===== src/rtl/timer_input_ctrl.sv =====
// Input conditioning and 1 Hz timebase for the two-digit countdown timer:
// synchronizes/debounces the pause button and preset switch, and divides clkin into tick.

module timer_input_debounce #(
  parameter int unsigned DEBOUNCE_CYCLES = 500000,
  parameter logic        RST_VAL         = 1'b0
) (
  input  logic clkin,
  input  logic reset,
  input  logic din,
  output logic level
);

  localparam int unsigned DB_W = (DEBOUNCE_CYCLES > 2) ? $clog2(DEBOUNCE_CYCLES) : 1;
  localparam logic [DB_W-1:0] DB_LAST = DB_W'(DEBOUNCE_CYCLES - 1);

  logic            sync1;
  logic            sync2;
  logic [DB_W-1:0] cnt;

  // Two-flop synchronizer followed by a level that only moves after a full stable run.
  always_ff @(posedge clkin or negedge reset) begin
    if (!reset) begin
      sync1 <= RST_VAL;
      sync2 <= RST_VAL;
      level <= RST_VAL;
      cnt   <= '0;
    end else begin
      sync1 <= din;
      sync2 <= sync1;
      if (sync2 == level) begin
        cnt <= '0;
      end else if (cnt == DB_LAST) begin
        level <= sync2;
        cnt   <= '0;
      end else begin
        cnt <= cnt + DB_W'(1);
      end
    end
  end

endmodule

module timer_input_ctrl #(
  parameter int unsigned TICK_DIV        = 50000000,
  parameter int unsigned DEBOUNCE_CYCLES = 500000
) (
  input  logic clkin,
  input  logic reset,
  input  logic pause_n,
  input  logic s,
  output logic tick,
  output logic paused,
  output logic pause_pulse,
  output logic s_db,
  output logic preset_load
);

  localparam int unsigned TD_W = (TICK_DIV > 2) ? $clog2(TICK_DIV) : 1;
  localparam logic [TD_W-1:0] TD_LAST = TD_W'(TICK_DIV - 1);

  logic            pause_db;
  logic            pause_db_d;
  logic            s_db_d;
  logic [TD_W-1:0] div_cnt;
  logic            pause_fall_c;
  logic            s_chg_c;

  timer_input_debounce #(
    .DEBOUNCE_CYCLES(DEBOUNCE_CYCLES),
    .RST_VAL        (1'b1)
  ) u_pause_db (
    .clkin(clkin),
    .reset(reset),
    .din  (pause_n),
    .level(pause_db)
  );

  timer_input_debounce #(
    .DEBOUNCE_CYCLES(DEBOUNCE_CYCLES),
    .RST_VAL        (1'b0)
  ) u_s_db (
    .clkin(clkin),
    .reset(reset),
    .din  (s),
    .level(s_db)
  );

  assign pause_fall_c = pause_db_d & ~pause_db;
  assign s_chg_c      = s_db_d ^ s_db;

  // Edge strobes, pause toggle and prescaler; the prescaler sees paused from before the edge.
  always_ff @(posedge clkin or negedge reset) begin
    if (!reset) begin
      pause_db_d  <= 1'b1;
      s_db_d      <= 1'b0;
      pause_pulse <= 1'b0;
      paused      <= 1'b0;
      preset_load <= 1'b0;
      div_cnt     <= '0;
      tick        <= 1'b0;
    end else begin
      pause_db_d  <= pause_db;
      s_db_d      <= s_db;
      pause_pulse <= pause_fall_c;
      paused      <= paused ^ pause_fall_c;
      preset_load <= s_chg_c;
      if (s_chg_c) begin
        div_cnt <= '0;
        tick    <= 1'b0;
      end else if (paused) begin
        tick <= 1'b0;
      end else if (div_cnt == TD_LAST) begin
        div_cnt <= '0;
        tick    <= 1'b1;
      end else begin
        div_cnt <= div_cnt + TD_W'(1);
        tick    <= 1'b0;
      end
    end
  end

endmodule


===== config.mk =====
export PLATFORM = sky130hd
export DESIGN_NAME = timer_input_ctrl
export DESIGN_NICKNAME = d
export VERILOG_FILES = /design/src/rtl/timer_input_ctrl.sv
export SDC_FILE = /design/constraint.sdc
export NUM_CORES = 1
export LEC_CHECK = 0
export ABC_AREA = 0
export CORE_ASPECT_RATIO = 1.1
export CORE_MARGIN = 2
export CORE_UTILIZATION = 50
export DETAILED_ROUTE_END_ITERATION = 10
export DONT_BUFFER_PORTS = 1
export GPL_TIMING_DRIVEN = 0
export HOLD_SLACK_MARGIN = 0.06
export PLACE_DENSITY = 0.68
export SYNTH_ARGS = -nofsm -noshare
export SYNTH_HDL_FRONTEND = slang
export SYNTH_SLANG_ARGS = --single-unit

===== constraint.sdc =====
create_clock -name clkin -period 4.26 [get_ports clkin]
set_input_delay 0.426 -clock clkin [delete_from_list [all_inputs] [get_ports clkin]]
set_output_delay 0.426 -clock clkin [all_outputs]
set_load 0.02 [all_outputs]

# After elaboration in Yosys (flattened, before gate mapping)
# Index checks and enable logic that the tools add are counted.
# totals
out_inout_bits,5
in_bits,4
regBits,76
word_cells,42
# classes
n_bitwise,6
n_eq_ne,6
reduce_logical,2
muxes,10
add_sub_neg,3
# op_table
operator,count
26-bit 2-to-1 mux,3
19-bit 2-to-1 mux,4
"19-bit by 1-bit adder with 19-bit output, second input constant",2
"19-bit == test, second input constant",2
"26-bit by 1-bit adder with 26-bit output, second input constant",1
"26-bit == test, second input constant",1
2-bit AND reduction,2
1-bit 2-to-1 mux,3
1-bit inverter,3
1-bit == test,2
"2-bit by 1-bit != test with 1-bit output, second input constant",1
1-bit bitwise XOR,2
1-bit bitwise AND,1

# Longest topological paths before layout
# depth
ltp_word,4
depth_mapped,7

# Hierarchy
# From an unflattened synthesis, not the netlist that was laid out.
# hier_totals
hier_cells,399
hier_area_um2,3936.3
# by_module_without_submodules
module,n_inst,seq_area_each_um2,area_per_inst_um2,cells_per_inst
timer_input_ctrl,1,802.0,1773.0,189
timer_input_debounce (u_pause_db),1,554.3,1083.5,105
timer_input_debounce (u_s_db),1,550.5,1079.8,105

# Worst setup path before layout
# No wires, ideal clock.
# synth_timing
kind,reg-to-reg
startpoint,register div_cnt[9]
endpoint,register div_cnt[13]
n_path_buf,2
arrival_ns,1.653
required_ns,4.125
path_stages_with_launch,8
setup_ns,0.135
setup_slack_ns,2.472
cell_sequence,dfrtp_1 -> nor4b_2 -> nand4_1 -> or3_1 -> buf_2 -> buf_6 -> a21oi_1 -> nor3_1
# synth_via
elab_chain_len,4
elab_cells_between_ends,5
cone_classes,add/sub: 1; eq/ne: 1; mux: 3
# synth_lines
element,line_no,text
"start, declared",65,logic [TD_W-1:0] div_cnt;
"start signal, assigned",117,div_cnt <= div_cnt + TD_W'(1);
26-bit by 1-bit adder with 26-bit output / 26-bit == test (equally long branches),"117, 113",
26-bit 2-to-1 mux *,113,end else if (div_cnt == TD_LAST) begin
26-bit 2-to-1 mux *,111,end else if (paused) begin
26-bit 2-to-1 mux *,108,if (s_chg_c) begin
# Every way passes the cells marked *; elsewhere a longest branch is shown, timed or not. The select of a mux whose other input is x is not followed.
# A chain may end at the register's enable or synchronous reset.

# Worst setup path after layout
# layout_timing
startpoint,register div_cnt[10]
endpoint,register div_cnt[0]
# layout_via
elab_chain_len,4
# layout_lines
element,line_no
26-bit == test,113
26-bit 2-to-1 mux,113
26-bit 2-to-1 mux,111
26-bit 2-to-1 mux,108
# Every way passes these cells. The select of a mux whose other input is x is not followed.

==> impl_metrics.toml <==
[sta]
rsz0062_at_grt = "no"
slew_viol_final = 0
skew_ns = 0.00981
hold_viol_final = 0
finalCritPeriodShare_pct = 52.4
relSlewSlack_pct = 37.8
fmax_mhz = 448
tns_ns = 0
worstMarginPinSlew_ns = 0.925
layout_min_cycle_time_ns = 2.23
setup-violations-final = 0

[route]
firstDrtPassIters = 6
via_count = 2917
drt_iter0_drc = 133
wl_per_cell_microns = 15.4
wirelength_microns = 7720
viasPerCell = 5.83
drcViolationCount = 0
ant_nets = 0

[pwr]
seq_power_share_pct = 50.5
sw_frac_of_total_pct = 21.0
clkPwrFrac_pct = 47.1
internal_power_w = 0.00115
p_per_area_nw_per_um2 = 344
total_power_w = 0.00145
ir_drop_mv = 0.228
power.leakage_nw = 1.72
p_comb_share_pct = 2.4
p_sw_w = 0.000305

[critical_path]
cp.required_ns = 4.49
arrival_ns = 2.46
critPathLaunch = "div_cnt[10]"
critPathCaptureType = "flip-flop"
r2r_end = "div_cnt[0]"
critical_path.max_fanout = 8
start_kind = "flip-flop"
ff2ff_setup_slack_ns = 2.03
critical_path_class = "flip-flop to flip-flop"
rr_startpoint = "div_cnt[10]"
worst-r2r-cell-count = 5

[clock_tree]
tritoncts = "done"
h-tree-depth = 3
root_buffer = "clkbuf_8"
cts_resized = 0
path_clk_slew_ns = 0.08
cts_max_path_buffers = 2
clkSinkCount = 76
cts_buffers = 9
clk_latency_ns = 0.36

[yosys]
netlist_area_sq_um = 3820
ys_seq_area_share_pct = 49.9
postSynthNetCount = 401
avgSynthCellArea_sq_um = 9.69
synth_seq_cells = 76
postSynthCellCount = 394
ys_warn_count = 0
ys_types = 51

[layout]
final_common_cell = "dfrtp_1"
fill_cells = 647
layoutNonFillerInstCount = 500
multi_input_area_sq_um = 1810
drive_above_1_share_pct = 11.4
num-nets-final = 415
largest_register = "div_cnt"
layout_common_cells = "dfrtp_1, nor2_1, nand2_1"
largest_reg_flops = 26
n_antenna_cell = 0
area_delta_synth_final_pct = 10.6
seq_area_sq_um = 1910
reg_top3 = "div_cnt (26), u_pause_db.cnt (19), u_s_db.cnt (19)"

[job]
timing.max_cap.violations = 0

[status]
outcome = "finished clean"

[global_route]
grt_max_degree = 77
grt_pass1_wl_microns = 13500
grt_usage_pct = 21.0
antenna_found_initial = 0
gr-total-overflow = 0
first_global_vias = 2888

[worst_hold_path]
hp-start = "s"
hold_path.class = "primary input to flip-flop"
min_path_cells = 0
min_to = "u_s_db.sync1"

[placed_design]
gp_congestion = 0.868
dp_hpwl_microns = 5120
numPortBuffers = 0
dp_cells = 481

[floorplanning]
rows = 33
core_sq_um = 7430
die_h_microns = 95.7
start_util_pct = 51.4
die_w_microns = 87.3
top_level_ports = 9
dieArea_sq_um = 8350
==> synth_stat cells (all sizes together) <==
cell type,number,area share (%)
and3,5,0.82
mux2i,1,0.26
nand3,26,3.9
o21ai,13,1.7
mux2,3,0.88
nor2,59,5.8
dfstp,4,2.8
nor3,11,1.8
o211ai,3,0.85
or3,5,0.82
inv,9,0.88
nor4,4,0.82
nor2b,1,0.16
and4bb,1,0.33
nand3b,1,0.20
nor4b,4,1.6
clkinv,1,0.098
o2111ai,1,0.23
and4,6,1.4
a31oi,5,0.82
o31ai,2,0.39
buf,9,1.3
xnor2,19,4.6
nand4,18,2.9
nor4bb,1,0.26
nor3b,2,0.39
or2,4,0.66
clkbuf,4,0.39
or4,11,2.2
nand4b,2,0.46
ha,3,0.98
dfrtp,72,47
xor2,24,5.5
nand2,43,4.2
and2,2,0.33
a21oi,15,2.1
==> metal layers <==
metal | part of all wire [%] | global-route usage, % | wire length [microns]
met5 | 0 | 0 | 0
met1 | 45 | 27.2 | 3490
met4 | 2.2 | 10.1 | 172
met2 | 49 | 33.2 | 3750
met3 | 4.0 | 4.59 | 306
==> power groups by stage <==
stage / clock network (W) / logic (W) / registers [W]
final: 0.000684 / 0.0000348 / 0.000734
after global routing: 0.000738 / 0.0000423 / 0.000735
after CTS: 0.000699 / 0.0000365 / 0.000734
after detailed placement: 0 / 0.0000171 / 0.000748
after global placement: 0 / 0.0000168 / 0.000748
after floorplan: 0 / 0.0000139 / 0.000747
==> worst max-delay path: stages, from the launching register on <==
cell and delay [ns]:
dfrtp_1 0.42, nor4b_2 0.33, nand4_1 0.23, o31ai_1 0.84, mux2_1 0.24, nor2_1 0.04
==> metrics by stage <==
stage	cell area [sq um]	hold slack (ns)	setup slack (ns)	utilization, %
finish	4220	0.0911	2.03	56.8
global route	4220	0.0621	1.93	56.8
CTS	4220	0.0765	2.04	56.8
detailed placement	3930	0.134	2.05	52.8
global placement	3930	0.134	2.09	52.8
floorplan	3820	0.130	2.47	-
==> cell families after synthesis <==
group	share of synthesized area, %
AOI/OAI and AO/OA	6.06
xor gates and xnor gates	10.1
adders and majority gates	0.983
buffers and inverters	2.72
DFF	49.9
muxes	1.15
and+or+nand+nor	29.1
==> timing repair <==
| item | CTS | global route |
|---|---|---|
| hold buffers | 3 | 0 |
| endpoints found under the hold margin | 77 | 0 |
| setup buffers | 0 | 0 |
==> how the worst max path moves through the flow <==
stage | to | cells after the start
5_1_grt | div_cnt[2] | 5
2_1_floorplan | div_cnt[13] | 7
3_3_place_gp | div_cnt[0] | 5
6_report | div_cnt[0] | 5
4_1_cts | div_cnt[0] | 5
3_5_place_dp | div_cnt[0] | 5
==> cell type report <==
class / count / area share [%]
tap: 87 / 2.58
buffer: 13 / 1.57
clock buffer: 11 / 3.35
timing repair buffer: 3 / 1.13
clock inverter: 5 / 2.55
multi-input combinational: 295 / 42.8
inverter: 10 / 0.889
sequential: 76 / 45.1
(Power assumes the default switching activity.)
